[config.mk]
export PLATFORM = sky130hd
export DESIGN_NAME = packed_array_unpacker
export DESIGN_NICKNAME = d
export VERILOG_FILES = /design/src/rtl/packed_array_unpacker.sv
export SDC_FILE = /design/constraint.sdc
export NUM_CORES = 1
export LEC_CHECK = 0
export BUFFER_PORTS_ARGS = -buffer_cell sky130_fd_sc_hd__buf_4
export CORE_MARGIN = 2
export CORE_UTILIZATION = 42
export DETAILED_ROUTE_END_ITERATION = 8
export PLACE_DENSITY = 0.65
export SYNTH_ARGS = -nofsm -noshare
export SYNTH_HDL_FRONTEND = slang
export SYNTH_SLANG_ARGS = --single-unit
export TNS_END_PERCENT = 5
[constraint.sdc]
create_clock -name clk -period 2.3 [get_ports clk]
set_input_delay 0.115 -clock clk [delete_from_list [all_inputs] [get_ports clk]]
set_output_delay 0.115 -clock clk [all_outputs]
set_load 0.03 [all_outputs]
[src/rtl/packed_array_unpacker.sv]
// Receives a packed 4-lane word, verifies lane3 == lane0 + lane1, and streams the data lanes out
// one per handshake. Define PACKED_UNPACK_EMIT_CHECK_EN to also emit the check lane as lane 3.
module packed_array_unpacker #(
    parameter int LANE_W    = 8,
    parameter int ERR_CNT_W = 8
) (
    input  logic                  clk,
    input  logic                  rst_n,
    input  logic                  in_valid,
    output logic                  in_ready,
    input  logic [4*LANE_W-1:0]   in_word,
    output logic                  out_valid,
    input  logic                  out_ready,
    output logic [LANE_W-1:0]     out_data,
    output logic [1:0]            out_idx,
    output logic                  out_last,
    output logic                  chk_err,
    output logic [ERR_CNT_W-1:0]  err_count
);

`ifdef PACKED_UNPACK_EMIT_CHECK_EN
    localparam logic [1:0] LAST_IDX = 2'd3;
`else
    localparam logic [1:0] LAST_IDX = 2'd2;
`endif

    typedef enum logic {
        S_IDLE = 1'b0,
        S_EMIT = 1'b1
    } state_t;

    state_t               r_state;
    state_t               w_next_state;
    logic [LANE_W-1:0]    r_lane [4];
    logic [1:0]           r_idx;
    logic                 r_chk_err;
    logic [ERR_CNT_W-1:0] r_err_count;

    logic                 w_accept;
    logic                 w_emit_hs;
    logic                 w_is_last;
    logic                 w_check_ok;
    logic [LANE_W-1:0]    w_sum;

    // The carry out of the lane sum is deliberately dropped: the check lane wraps modulo 2^LANE_W.
    assign w_sum      = in_word[0 +: LANE_W] + in_word[LANE_W +: LANE_W];
    assign w_check_ok = (w_sum == in_word[3*LANE_W +: LANE_W]);
    assign w_accept   = in_valid && in_ready;
    assign w_is_last  = (r_idx == LAST_IDX);
    assign w_emit_hs  = out_valid && out_ready;

    // NOTE: sequential state uses non-blocking (<=) so every flop samples pre-edge values.
    always_ff @(posedge clk or negedge rst_n) begin
        if (!rst_n) begin
            r_state <= S_IDLE;
        end else begin
            r_state <= w_next_state;
        end
    end

    // NOTE: every combinational output gets a default first, otherwise a latch is inferred.
    always_comb begin
        w_next_state = r_state;
        case (r_state)
            S_IDLE: if (w_accept && w_check_ok) w_next_state = S_EMIT;
            S_EMIT: if (w_emit_hs && w_is_last) w_next_state = S_IDLE;
            default: w_next_state = S_IDLE;
        endcase
    end

    always_comb begin
        in_ready  = 1'b0;
        out_valid = 1'b0;
        out_last  = 1'b0;
        case (r_state)
            S_IDLE: in_ready = 1'b1;
            S_EMIT: begin
                out_valid = 1'b1;
                out_last  = w_is_last;
            end
            default: in_ready = 1'b0;
        endcase
    end

    assign out_data  = r_lane[r_idx];
    assign out_idx   = r_idx;
    assign chk_err   = r_chk_err;
    assign err_count = r_err_count;

    // NOTE: the lane storage is reset too, so out_data reads zero straight out of reset.
    always_ff @(posedge clk or negedge rst_n) begin
        if (!rst_n) begin
            for (int k = 0; k < 4; k++) r_lane[k] <= '0;
        end else if (w_accept) begin
            for (int k = 0; k < 4; k++) r_lane[k] <= in_word[k*LANE_W +: LANE_W];
        end
    end

    // Index returns to zero after the final lane so out_last stays low while idle.
    always_ff @(posedge clk or negedge rst_n) begin
        if (!rst_n) begin
            r_idx <= 2'd0;
        end else if (w_accept) begin
            r_idx <= 2'd0;
        end else if (w_emit_hs) begin
            r_idx <= w_is_last ? 2'd0 : r_idx + 2'd1;
        end
    end

    always_ff @(posedge clk or negedge rst_n) begin
        if (!rst_n) begin
            r_chk_err   <= 1'b0;
            r_err_count <= '0;
        end else begin
            r_chk_err <= w_accept && !w_check_ok;
            if (w_accept && !w_check_ok && (r_err_count != '1)) begin
                r_err_count <= r_err_count + 1'b1;
            end
        end
    end

endmodule

== Word-level counts from Yosys, hierarchy flattened ==
Cells that the tools add are included.

* Add/sub/neg operators: 3
* $lt $le $gt $ge: 1
* Equality and inequality tests: 3
* Mux-type cells: 12
* Bitwise operators: 2
* Reductions and logical operators: 8

{| class="wikitable"
|+ Operator list
! operator !! number
|-
| binary-select mux 8 bit (select 2 bit) || 1
|-
| two-way mux 8 bit || 2
|-
| adder 8 x 1 -> 8 bit, second input constant || 1
|-
| adder 8 bit || 1
|-
| == test 8 bit || 1
|-
| inequality test 8 bit, second input constant || 1
|-
| logical AND 1 bit || 6
|-
| two-way mux 2 bit || 3
|-
| two-way mux 1 bit || 5
|-
| greater-or-equal comparator 3 bit, second input constant || 1
|-
| NOT 2 -> 3 bit || 1
|-
| adder 2 x 1 -> 2 bit, second input constant || 1
|-
| == test 2 bit, second input constant || 1
|-
| case mux 1 bit (2 select lines) || 1
|-
| nonzero test 2 bit || 1
|-
| logical NOT 1 bit || 1
|-
| NOT 1 bit || 1
|}

* Flip-flop bits (word level): 44
* Input bits: 36
* Output and inout bits: 22
* Logic and storage cells: 37

== Logic depth before layout (Yosys ltp) ==
Gate-level depths: netlist (run 1).

* Depth after elaboration: 5
* Mapped depth: 9
* Depth with buffers taken out: 9

== Least setup slack after synthesis (run 1) ==
OpenSTA, ideal clock, no wires.

* Path type: input -> register
* Start: in in_word[0]
* End: reg r_err_count[7] (netlist: err_count[7])
* Setup time: 0.128 ns
* Arrival time: 2.102 ns
* Required time: 2.172 ns
* Path slack: 0.071 ns
* Cell stages on the path: 8
* Buffers on the path: 0
* Cell sequence: ha_1 fa_1 xor2_1 nor3_1 o2111ai_1 a2111oi_4 nor3_1 mux2_1

* Longest elaborated chain between the ends: 5

{| class="wikitable"
|+ Ends and longest elaborated chain
! what !! RTL line !! RTL
|-
| from (decl) || 11 || <nowiki>input logic [4*LANE_W-1:0] in_word,</nowiki>
|-
| adder 8 bit || 46 || <nowiki>assign w_sum = in_word[0 +: LANE_W] + in_word[LANE_W +: LANE_W];</nowiki>
|-
| == test 8 bit || 47 || <nowiki>assign w_check_ok = (w_sum == in_word[3*LANE_W +: LANE_W]);</nowiki>
|-
| logical NOT 1 bit || 116 || <nowiki>if (w_accept && !w_check_ok && (r_err_count != '1)) begin</nowiki>
|-
| logical AND 1 bit (2 in a row) || 116 ||
|-
| to (signal assigned) || 117 || <nowiki>r_err_count <= r_err_count + 1'b1;</nowiki>
|-
| to (decl) || 37 || <nowiki>logic [ERR_CNT_W-1:0] r_err_count;</nowiki>
|}

No other way between the ends.
A chain may end at the register's enable or synchronous reset.

== Worst setup path in the final report (run 1) ==
Same ends and word-level chain as after synthesis.

==> results of run 1 <==
flip-flops by register name, indices dropped and copies added, names as in the netlist:
register and flops:
r_lane 32, err_count 8, out_idx 2, chk_err 1, r_state 1
worst max-delay path: stages:
cell and delay [ns]:
buf_4 0.11, ha_1 0.23, fa_1 0.42, a21oi_2 0.16, o21ai_0 0.11, a211oi_1 0.25
buf_4 0.15, a2111oi_4 0.04, buf_4 0.17, nor3_1 0.19, mux2_1 0.34
cell usage after synthesis (3+ instances only):
master    instances  share of area (%)
a21oi_1           5                1.1
clkbuf_1          7                1.1
dfrtp_1          44                 48
ha_1              8                4.3
inv_1             3               0.49
mux2_1            3                1.5
mux4_2            8                7.8
nand2_1         103                 17
nand3_1           7                1.5
nor2_1            8                1.3
nor3_1            4               0.87
xnor2_1           8                3.0
xor2_1           10                3.8
worst max-delay path by stage:
| stage | start | endpoint | slack, ns | cells past startpoint |
|---|---|---|---|---|
| 6_report | in_word[0] | err_count[7] | 0.18 | 11 |
| 5_1_grt | in_word[0] | err_count[6] | 0.03 | 11 |
| 4_1_cts | in_word[0] | err_count[7] | 0.15 | 11 |
| 3_5_place_dp | in_word[0] | err_count[7] | -0.15 | 11 |
| 3_3_place_gp | in_word[0] | err_count[7] | -0.10 | 11 |
| 2_1_floorplan | in_word[0] | err_count[7] | 0.07 | 8 |
repair_timing:
| item | CTS | global route |
|---|---|---|
| hold buffers | 1 | 0 |
| setup endpoints to repair | 0 | 2 |
| gates resized for setup | 0 | 2 |
| hold endpoints to repair | 44 | 0 |
logic make-up after synthesis:
| logic type | after synthesis | share of synthesized area [%] |
|---|---|---|
| simple gates | 131 | 23.1 |
| compound gates | 17 | 6.11 |
| xor+xnor | 18 | 6.81 |
| mux | 11 | 9.25 |
| flops | 44 | 47.6 |
| fa+ha+maj | 9 | 5.19 |
| buf+inv | 12 | 1.95 |
cell usage in the layout, fill, tap and decap left out, drive strengths merged, types with 2 or more instances in the layout:
| cell | count |
|---|---|
| clkbuf | 5 |
| buf | 64 |
| dfrtp | 44 |
| a21oi | 5 |
| nor2 | 9 |
| a22o | 2 |
| nor3 | 4 |
| xor2 | 10 |
| nand3 | 7 |
| mux4 | 8 |
| nand2 | 103 |
| o21ai | 2 |
| ha | 8 |
| a21o | 2 |
| xnor2 | 8 |
| nor2b | 2 |
| mux2 | 3 |
| inv | 3 |
metal layers:
metal	track usage, %	wire (um)
met5	0	0
met4	5.26	58
met3	3.56	168
met2	30.3	2550
met1	24.8	2370
stage by stage:
step / cell area (um^2) / worst slack, ns / cells / hold WS (ns)
after floorplan: 2310 / 0.0707 / 242 / -0.181
after global placement: 2850 / -0.101 / 369 / 0.146
after detailed placement: 2850 / -0.154 / 369 / 0.151
after CTS: 2930 / 0.154 / 375 / 0.00763
after global routing: 2940 / 0.0321 / 375 / 0.0226
final: 2940 / 0.184 / 375 / 0.0129
power by group:
| group | internal [mW] | switching (mW) |
|---|---|---|
| sequential | 1.01 | 0.209 |
| clock | 0.196 | 0.233 |
| combinational | 0.554 | 0.736 |
| total | 1.76 | 1.18 |
area by class of cell:
cell class                 instances  share of cell area, %
multi-input combinational        186                   40.1
sequential                        44                   37.4
timing repair buffer              65                   16.7
tap                               72                   3.06
clock buffer                       5                   2.34
inverter                           3                  0.383
==> summary.md, run 1 <==
| Metric | Value |
|---|---|
| Final setup viols | `0` |
| Critical path arrival | `about 2.3 ns` |
| Seq/Total Area, Yosys | `between 40% and 50%` |
| RSZ-0062 raised after global routing | `no` |
| Synthesized instance count | `between 200 and 250` |
| Vias in the first global route | `approximately 1,800` |
| Max-Cap Viols | `0` |
| Fin nets | `350` |
| CP startpoint kind | `primary input` |
| Library cells used by synthesis | `32` |
| Yosys reg bits | `44` |
| TritonCTS clock tree | `done` |
| TritonCTS Buffers | `5` |
| Post-route antenna net violation count | `0` |
| Max Fclk | `about 470 MHz` |
| Fraction of layout cells with a size suffix above 1 | `27.7%` |
| DRC errors left | `0` |
| EDFF count, synth | `0` |
| HP Start | `in_word[21]` |
| Seq. cell area | `roughly 0.0011 mm^2` |
| Final Util | `a little over half` |
| Worst r2r src | `err_count[2]` |
| First-pass GRT wire length | `8700 um` |
| Syn. warnings | `0` |
| Worst Hold Class | `primary input to register` |
| Htree depth | `2` |
| Initial core utilization | `42.8%` |
| Synth async-reset ratio | `between 90% and 100%` |
| PD cells | `approximately 1000 mW/mm^2` |
| Global Route Usage Sum | `a little under a fifth` |
| Least-Margin Pin Slew | `0.712 ns` |
| Peak VDD IR | `roughly 0.43 mV` |
| Input/output buffers | `between 50 and 60` |
| Multi-input logic area | `0.00118 mm^2` |
| Clock latency at the later pin of the worst-skew pair | `just under 0.3 ns` |
| Overall power | `just under 3 mW` |
| P_leak | `about 1.5 nW` |
| DRT Wirelength | `roughly 5100 um` |
| Outcome | `finished clean` |
| Hold depth | `3` |
| Ys flop type | `dfrtp_1` |
| Placer Congestion | `between 0.9 and 1` |
| Final Hold Vio Count | `0` |
| Grt ovf | `0` |
| Layout Skew | `roughly 0.0034 ns` |
| Initial antenna violation count | `0` |
| Final antenna diode count | `0` |
| Post-DR wirelength/cell | `13.7 um` |
| R2R setup slack | `approximately 0.66 ns` |
| Clock Tree Root | `clkbuf_8` |
| Die area | `about 0.0061 mm^2` |
| Final min period | `about 2.1 ns` |
| DP HPWL | `3720 um` |
| Syn-to-layout area delta | `27.1%` |
| Synthesized area per cell | `9.56 um^2` |
| Worst r2r dst | `err_count[1]` |
| Fill count | `approximately 520` |
| Core Region | `0.00541 mm^2` |
| Die Wd | `just under 80 um` |
| DRT Pass-1 Iters | `4` |
| Setup TNS | `0 ns` |
| WP data required | `roughly 2.5 ns` |
| Die height | `between 70 and 80 um` |
| CTS clk-pin slew, worst paths | `0.07 ns` |
| CP Class | `primary input to register` |
| Max transition margin | `roughly 53%` |
| CP Max Fanout | `5` |
| Number of I/O pins | `58` |
| Period utilization | `between 90% and 100%` |
| Worst Setup End Kind | `register` |
| Post-CTS Setup Repair Bufs | `0` |
| Post-synth net total | `approximately 290` |
| Vias per inst | `4.88` |
| Max-slew violation count | `0` |
| Largest net degree at the start of global routing | `45` |
| Worst r2r path cells | `7` |
| Initial DRC Count | `about 110` |
| Synth Cell Area | `about 0.0023 mm^2` |
| Vias | `between 1,500 and 2,000` |
| Rows | `27` |
| CTS Buffer Depth | `2` |
| Clock sinks | `44` |
| Hold EP | `r_lane[13]` |
Note: power is estimated with default switching activity, not from simulation.
==> run 2: changes to the inputs <==
--- a/config.mk
+++ b/config.mk
@@ -5,11 +5,11 @@
 export SDC_FILE = /design/constraint.sdc
 export NUM_CORES = 1
 export LEC_CHECK = 0
+export ABC_AREA = 1
 export BUFFER_PORTS_ARGS = -buffer_cell sky130_fd_sc_hd__buf_4
 export CORE_MARGIN = 2
 export CORE_UTILIZATION = 42
 export DETAILED_ROUTE_END_ITERATION = 8
-export PLACE_DENSITY = 0.65
 export SYNTH_ARGS = -nofsm -noshare
 export SYNTH_HDL_FRONTEND = slang
 export SYNTH_SLANG_ARGS = --single-unit
==> summary.md, run 2 <==
| Metric | Value |
|---|---|
| Outcome | `finished clean` |
| Clock Tree Root | `clkbuf_8` |
| HP Start | `in_word[16]` |
| Final min period | `1.86 ns (-0.255 ns)` |
| Hold-fix buffers, CTS | `1 (unchanged)` |
| Ys flop type | `dfrtp_1` |
| CTS Buffer Depth | `2 (unchanged)` |
| Synth Cell Area | `0.00253 mm^2 (+9.5%)` |
| Least-Margin Pin Slew | `0.558 ns (-0.154 ns)` |
| CP Class | `register to output port` |
| Final antenna diode count | `0 (unchanged)` |
| Yosys reg bits | `44 (unchanged)` |
| Grt ovf | `0 (unchanged)` |
| Hold EP | `r_lane[8]` |
| DP HPWL | `4330 um (+16%)` |
| Initial core utilization | `43.0% (+0.25 points)` |
| TritonCTS Buffers | `5 (unchanged)` |
| Library cells used by synthesis | `27 (-16%)` |
| Most numerous cell in the Yosys netlist | `nand2_1` |
| Hold depth | `3 (unchanged)` |
| RSZ-0062 raised after global routing | `no` |
| Number of I/O pins | `58 (unchanged)` |
| Synthesized area per cell | `7.52 um^2 (-21%)` |
| PD cells | `1010 mW/mm^2 (+0.65%)` |
| Post-DR wirelength/cell | `12.6 um (-8.4%)` |
| Seq/Total Area, Yosys | `43.5% (-4.1 points)` |
| Worst r2r src | `err_count[0]` |
| EDFF count, synth | `0 (unchanged)` |
| Core Region | `0.00589 mm^2 (+8.9%)` |
| Worst Setup End Kind | `output port` |
| Synth async-reset ratio | `100% (unchanged)` |
| TritonCTS clock tree | `done` |
| Worst Hold Class | `primary input to register` |
| Max-Cap Viols | `0 (unchanged)` |
| Clock sinks | `44 (unchanged)` |
| Overall power | `3.14 mW (+6.8%)` |
| Die height | `81.7 um (+4.4%)` |
| Post-synth net total | `382 (+33%)` |
| Htree depth | `2 (unchanged)` |
| Most common cell after layout, fill and taps aside | `nand2_1` |
| Commonest cells post-synth | `nand2_1, dfrtp_1, inv_1` |
| Fill count | `584 (+11%)` |
| Final setup viols | `0 (unchanged)` |
| Top-area cell type share of the netlist area | `43.5% (-4.1 points)` |
| Worst r2r path cells | `8 (+1)` |
| Clock latency at the later pin of the worst-skew pair | `0.29 ns (about the same)` |
| Layout Skew | `0.00725 ns (+0.00382 ns)` |
| Die area | `0.00667 mm^2 (+9.0%)` |
| Placer Congestion | `0.816 (-18%)` |
| Max Fclk | `538 MHz (+14%)` |
| WP data required | `2.18 ns (-0.29 ns)` |
| Hold slack | `0.0162 ns (+0.00333 ns)` |
| Fraction of layout cells with a size suffix above 1 | `19.1% (-8.6 points)` |
| Worst r2r dst | `err_count[5]` |
| First-pass GRT wire length | `9860 um (+13%)` |
| Input/output buffers | `57 (unchanged)` |
| Area leader, netlist | `dfrtp_1` |
| Max-slew violation count | `0 (unchanged)` |
| Synth area leaders | `dfrtp_1, nand2_1, inv_1, ha_1, mux2i_1` |
| Vias | `2,251 (+23%)` |
| Initial DRC Count | `177 (+55%)` |
| Peak VDD IR | `0.659 mV (+54%)` |
| Critical path arrival | `1.75 ns (-0.54 ns)` |
| Syn. warnings | `0 (unchanged)` |
| CP Max Fanout | `10 (+5)` |
| Max transition margin | `62.7% (+10 points)` |
| Max reg flops | `32 (unchanged)` |
| P_leak | `1.72 nW (+14%)` |
| Vias per inst | `4.81 (-1.4%)` |
| CTS clk-pin slew, worst paths | `0.08 ns (about the same)` |
| Period utilization | `80.9% (-11 points)` |
| Most frequent cells in the layout | `nand2_1, buf_4, dfrtp_1` |
| Syn-to-layout area delta | `23.1%` |
| Fin nets | `437 (+25%)` |
| DRT Wirelength | `5880 um (+14%)` |
| Initial antenna violation count | `0 (unchanged)` |
| DRT Pass-1 Iters | `4 (unchanged)` |
| CP startpoint kind | `register` |
| Global Route Usage Sum | `19.5% (+1.1 points)` |
| Rows | `28 (+3.7%)` |
| Setup TNS | `0 ns (unchanged)` |
| R2R setup slack | `0.73 ns (+0.07 ns)` |
| Die Wd | `81.7 um (+4.4%)` |
| Synthesized instance count | `337 (+39%)` |
| Final Hold Vio Count | `0 (unchanged)` |
| Most flops, register | `r_lane` |
| Post-route antenna net violation count | `0 (unchanged)` |
| Post-CTS Setup Repair Bufs | `0 (unchanged)` |
| Vias in the first global route | `2,139 (+17%)` |
| DRC errors left | `0 (unchanged)` |
| Largest net degree at the start of global routing | `45 (unchanged)` |
| Resize count post-CTS | `0 (unchanged)` |
[run 2: worst max-delay path: stages, from the launching register on]
cell,delay (ns)
dfrtp_1,0.62
buf_4,0.28
mux2i_1,0.25
o22ai_1,0.10
buf_4,0.20
[run 2: logic make-up after synthesis]
kind of cell | after synthesis | synth area share, %
xor+xnor | 9 | 3.11
compound gates | 29 | 6.47
buf+inv | 45 | 7.06
mux | 8 | 3.16
fa+ha+maj | 9 | 4.74
simple gates | 193 | 32.0
flops | 44 | 43.5
[run 2: power by group]
part	internal [mW]	total (mW)	switching, mW
Sequential	0.995	1.20	0.206
Combinational	0.547	1.45	0.903
Clock	0.245	0.489	0.244
Total	1.79	3.14	1.35
[run 2: layer usage]
metal	up-vias	share of wire, %	GRT usage, %
met4	0	1.2	5.67
met5	-	0	0
met1	1024	52	28.7
li1	1171	-	-
met2	52	41	29.1
met3	4	5.7	3.85
[run 2: through the flow]
stage / cell area (um^2) / util (%) / cells / setup WS [ns]
after floorplan: 2530 / - / 337 / 0.506
after global placement: 3020 / 51.3 / 459 / 0.286
after detailed placement: 3020 / 51.3 / 459 / 0.178
after CTS: 3120 / 53.0 / 468 / 0.424
after global routing: 3120 / 53.0 / 468 / 0.300
final: 3120 / 53.0 / 468 / 0.440
[run 2: final cells by class]
class                           count  area (um^2)  area share, %
Multi-Input combinational cell    248         1250           40.2
Sequential cell                    44         1100           35.3
Timing Repair Buffer               61          460           14.8
Inverter                           32          120           3.85
Tap cell                           75         93.8           3.01
Clock buffer                        8         90.1           2.89
[run 2: how the worst max path moves through the flow]
stage               startpoint           end  slack (ns)
global route        in_word[0]  err_count[0]        0.30
detailed placement  in_word[0]  err_count[3]        0.18
finish              out_idx[0]   out_data[3]        0.44
CTS                 out_idx[0]   out_data[4]        0.42
global placement    in_word[0]  err_count[7]        0.29
floorplan           out_idx[0]   out_data[5]        0.51
==> run 3: changes to the inputs <==
==> constraint.sdc (replaced) <==
create_clock -name clk -period 1.8 [get_ports clk]
set_input_delay 0.09 -clock clk [delete_from_list [all_inputs] [get_ports clk]]
set_output_delay 0.09 -clock clk [all_outputs]
set_load 0.03 [all_outputs]
==> summary.md, run 3 (synthesis gave the netlist of run 2 again) <==
| Metric | Value |
|---|---|
| Outcome | `finished clean` |
| WP data required | `1.71 ns (-0.47 ns)` |
| Post-route antenna net violation count | `0 (unchanged)` |
| DRT Pass-1 Iters | `4 (unchanged)` |
| Clock latency at the later pin of the worst-skew pair | `0.31 ns (+0.02 ns)` |
| TritonCTS Buffers | `5 (unchanged)` |
| HP Start | `in_word[8]` |
| Initial core utilization | `43.0% (unchanged)` |
| Max incr delay on CP | `0.35 ns (-0.27 ns)` |
| DP HPWL | `4590 um (+6.1%)` |
| Initial antenna violation count | `0 (unchanged)` |
| Hold slack | `0.00409 ns (-0.0121 ns)` |
| Worst r2r src | `err_count[1]` |
| Number of I/O pins | `58 (unchanged)` |
| Max Fclk | `roughly 600 MHz` |
| Final min period | `approximately 1.7 ns` |
| Worst r2r dst | `err_count[5]` |
| WP depth | `4 (unchanged)` |
| Final cell count without fillers | `487 (+4.1%)` |
| Most used cell along the critical path | `buf_4` |
| Grt ovf | `0 (unchanged)` |
| Most flops, register | `r_lane` |
| CTS Buffer Depth | `2 (unchanged)` |
| Most common cell after layout, fill and taps aside | `nand2_1` |
| Vias in the first global route | `2,236 (+4.5%)` |
| Buf/Inv on CP | `2 (unchanged)` |
| Vias per inst | `4.87 (+1.3%)` |
| Input/output buffers | `57 (unchanged)` |
| Critical path startpoint | `out_idx[0]` |
| Fin nets | `456 (+4.3%)` |
| Vias | `2,372 (+5.4%)` |
| CP Class | `register to output port` |
| Period utilization | `between 90% and 100%` |
| Max-slew violation count | `0 (unchanged)` |
| RSZ-0062 raised after global routing | `no` |
| Max transition margin | `62.6% (-0.12 points)` |
| Fraction of layout cells with a size suffix above 1 | `19.9% (+0.82 points)` |
| CP Max Fanout | `18 (+8)` |
| Die area | `0.00667 mm^2 (unchanged)` |
| Peak VDD IR | `0.728 mV (+10%)` |
| Inst Count DP | `463 (+0.87%)` |
| DRT Wirelength | `6390 um (+8.7%)` |
| Initial DRC Count | `116 (-34%)` |
| Die height | `81.7 um (unchanged)` |
| First-pass GRT wire length | `10,600 um (+7.9%)` |
| Critical path arrival | `1.57 ns (-0.18 ns)` |
| Rows | `28 (unchanged)` |
| Max-Cap Viols | `0 (unchanged)` |
| Post-CTS Setup Repair Bufs | `0 (unchanged)` |
| Final setup viols | `0 (unchanged)` |
| Hold depth | `3 (unchanged)` |
| Placement Setup Slack | `-0.121 ns (-0.299 ns)` |
| DRC errors left | `0 (unchanged)` |
| CP endpoint | `out_data[5]` |
| P_leak | `1.83 nW (+6.2%)` |
| Die Wd | `81.7 um (unchanged)` |
| Global Route Usage Sum | `21.2% (+1.7 points)` |
| Overall power | `4.30 mW (+37%)` |
| Worst Setup End Kind | `output port` |
| CTS clk-pin slew, worst paths | `0.09 ns (about the same)` |
| R2R setup slack | `0.25 ns (-0.48 ns)` |
| Worst r2r path cells | `8 (unchanged)` |
| Worst Hold Class | `primary input to register` |
| Clock sinks | `44 (unchanged)` |
| CP startpoint kind | `register` |
| Least-Margin Pin Slew | `0.561 ns (+0.00265 ns)` |
| Final worst setup slack | `0.139 ns (-0.300 ns)` |
| Core Region | `0.00589 mm^2 (unchanged)` |
| Most frequent cells in the layout | `nand2_1, buf_4, dfrtp_1` |
| Clock Tree Root | `clkbuf_8` |
| Syn-to-layout area delta | `32.2%` |
| Final antenna diode count | `0 (unchanged)` |
| Post-DR wirelength/cell | `13.1 um (+4.4%)` |
| Layout Skew | `0.00600 ns (-0.00125 ns)` |
| Final Hold Vio Count | `0 (unchanged)` |
| Placer Congestion | `0.789 (-3.3%)` |
| Max reg flops | `32 (unchanged)` |
| TritonCTS clock tree | `done` |
| Htree depth | `2 (unchanged)` |
| Delay-heaviest family, CP | `buffers and inverters` |
| Crit path max-delay cell type | `dfrtp_1` |
| PD cells | `1280 mW/mm^2 (+27%)` |
| Critical Path, Cell by Cell | `buf_4, mux2i_1, o22ai_1, buf_4` |
| Largest net degree at the start of global routing | `45 (unchanged)` |
-- run 3: changes by cell type in the layout (fill, tap and decap cells not counted) --
cell	delta
fa_2	+1
buf_12	+1
clkbuf_1	-2
buf_4	+3
dlygate4sd3_1	+15
clkbuf_8	+1
fa_1	-1
bufinv_16	+1
-- run 3: tightest hold or removal path, stage by stage --
cell,delay (ns)
buf_4,0.09
nand2_1,0.06
nand2_1,0.05
-- run 3: layout make-up --
| class | instances | area, um^2 |
|---|---|---|
| Inverter | 32 | 120 |
| Clock inverter | 1 | 30.0 |
| Tap cell | 75 | 93.8 |
| Timing Repair Buffer | 80 | 653 |
| Sequential cell | 44 | 1100 |
| Multi-Input combinational cell | 248 | 1260 |
| Fill cell | 575 | 2530 |
| Clock buffer | 7 | 96.3 |
-- run 3: metrics by stage --
| step | util, % | TNS (ns) | cell area (um^2) |
|---|---|---|---|
| floorplan | - | 0 | 2530 |
| global placement | 52.0 | -0.514 | 3060 |
| detailed placement | 52.0 | -0.998 | 3060 |
| CTS | 56.9 | 0 | 3350 |
| global route | 56.9 | 0 | 3350 |
| finish | 56.9 | 0 | 3350 |
-- run 3: worst min path at each step --
stage / endpoint / slack (ns)
after detailed placement: r_lane[12] / 0.12
after CTS: r_lane[26] / 0.001
after global placement: r_lane[12] / 0.12
after floorplan: chk_err / -0.21
after global routing: r_lane[26] / 0.02
final: r_lane[16] / 0.004
-- run 3: timing repair --
item	CTS	global route
hold endpoints to repair	59	0
resized for setup	0	1
endpoints found under the setup margin	0	2
hold buffers	16	0
-- run 3: per-layer routing --
layer	GRT usage [%]	up-vias	wire length [um]
met5	0	-	0
met4	6.50	0	93
met3	3.19	8	391
met2	33.9	62	2990
met1	29.7	1083	2920
li1	-	1219	-
-- run 3: power breakdown --
part	internal, mW	switching [mW]
clock network	0.490	0.344
registers	1.27	0.197
logic	0.750	1.25
total	2.51	1.79
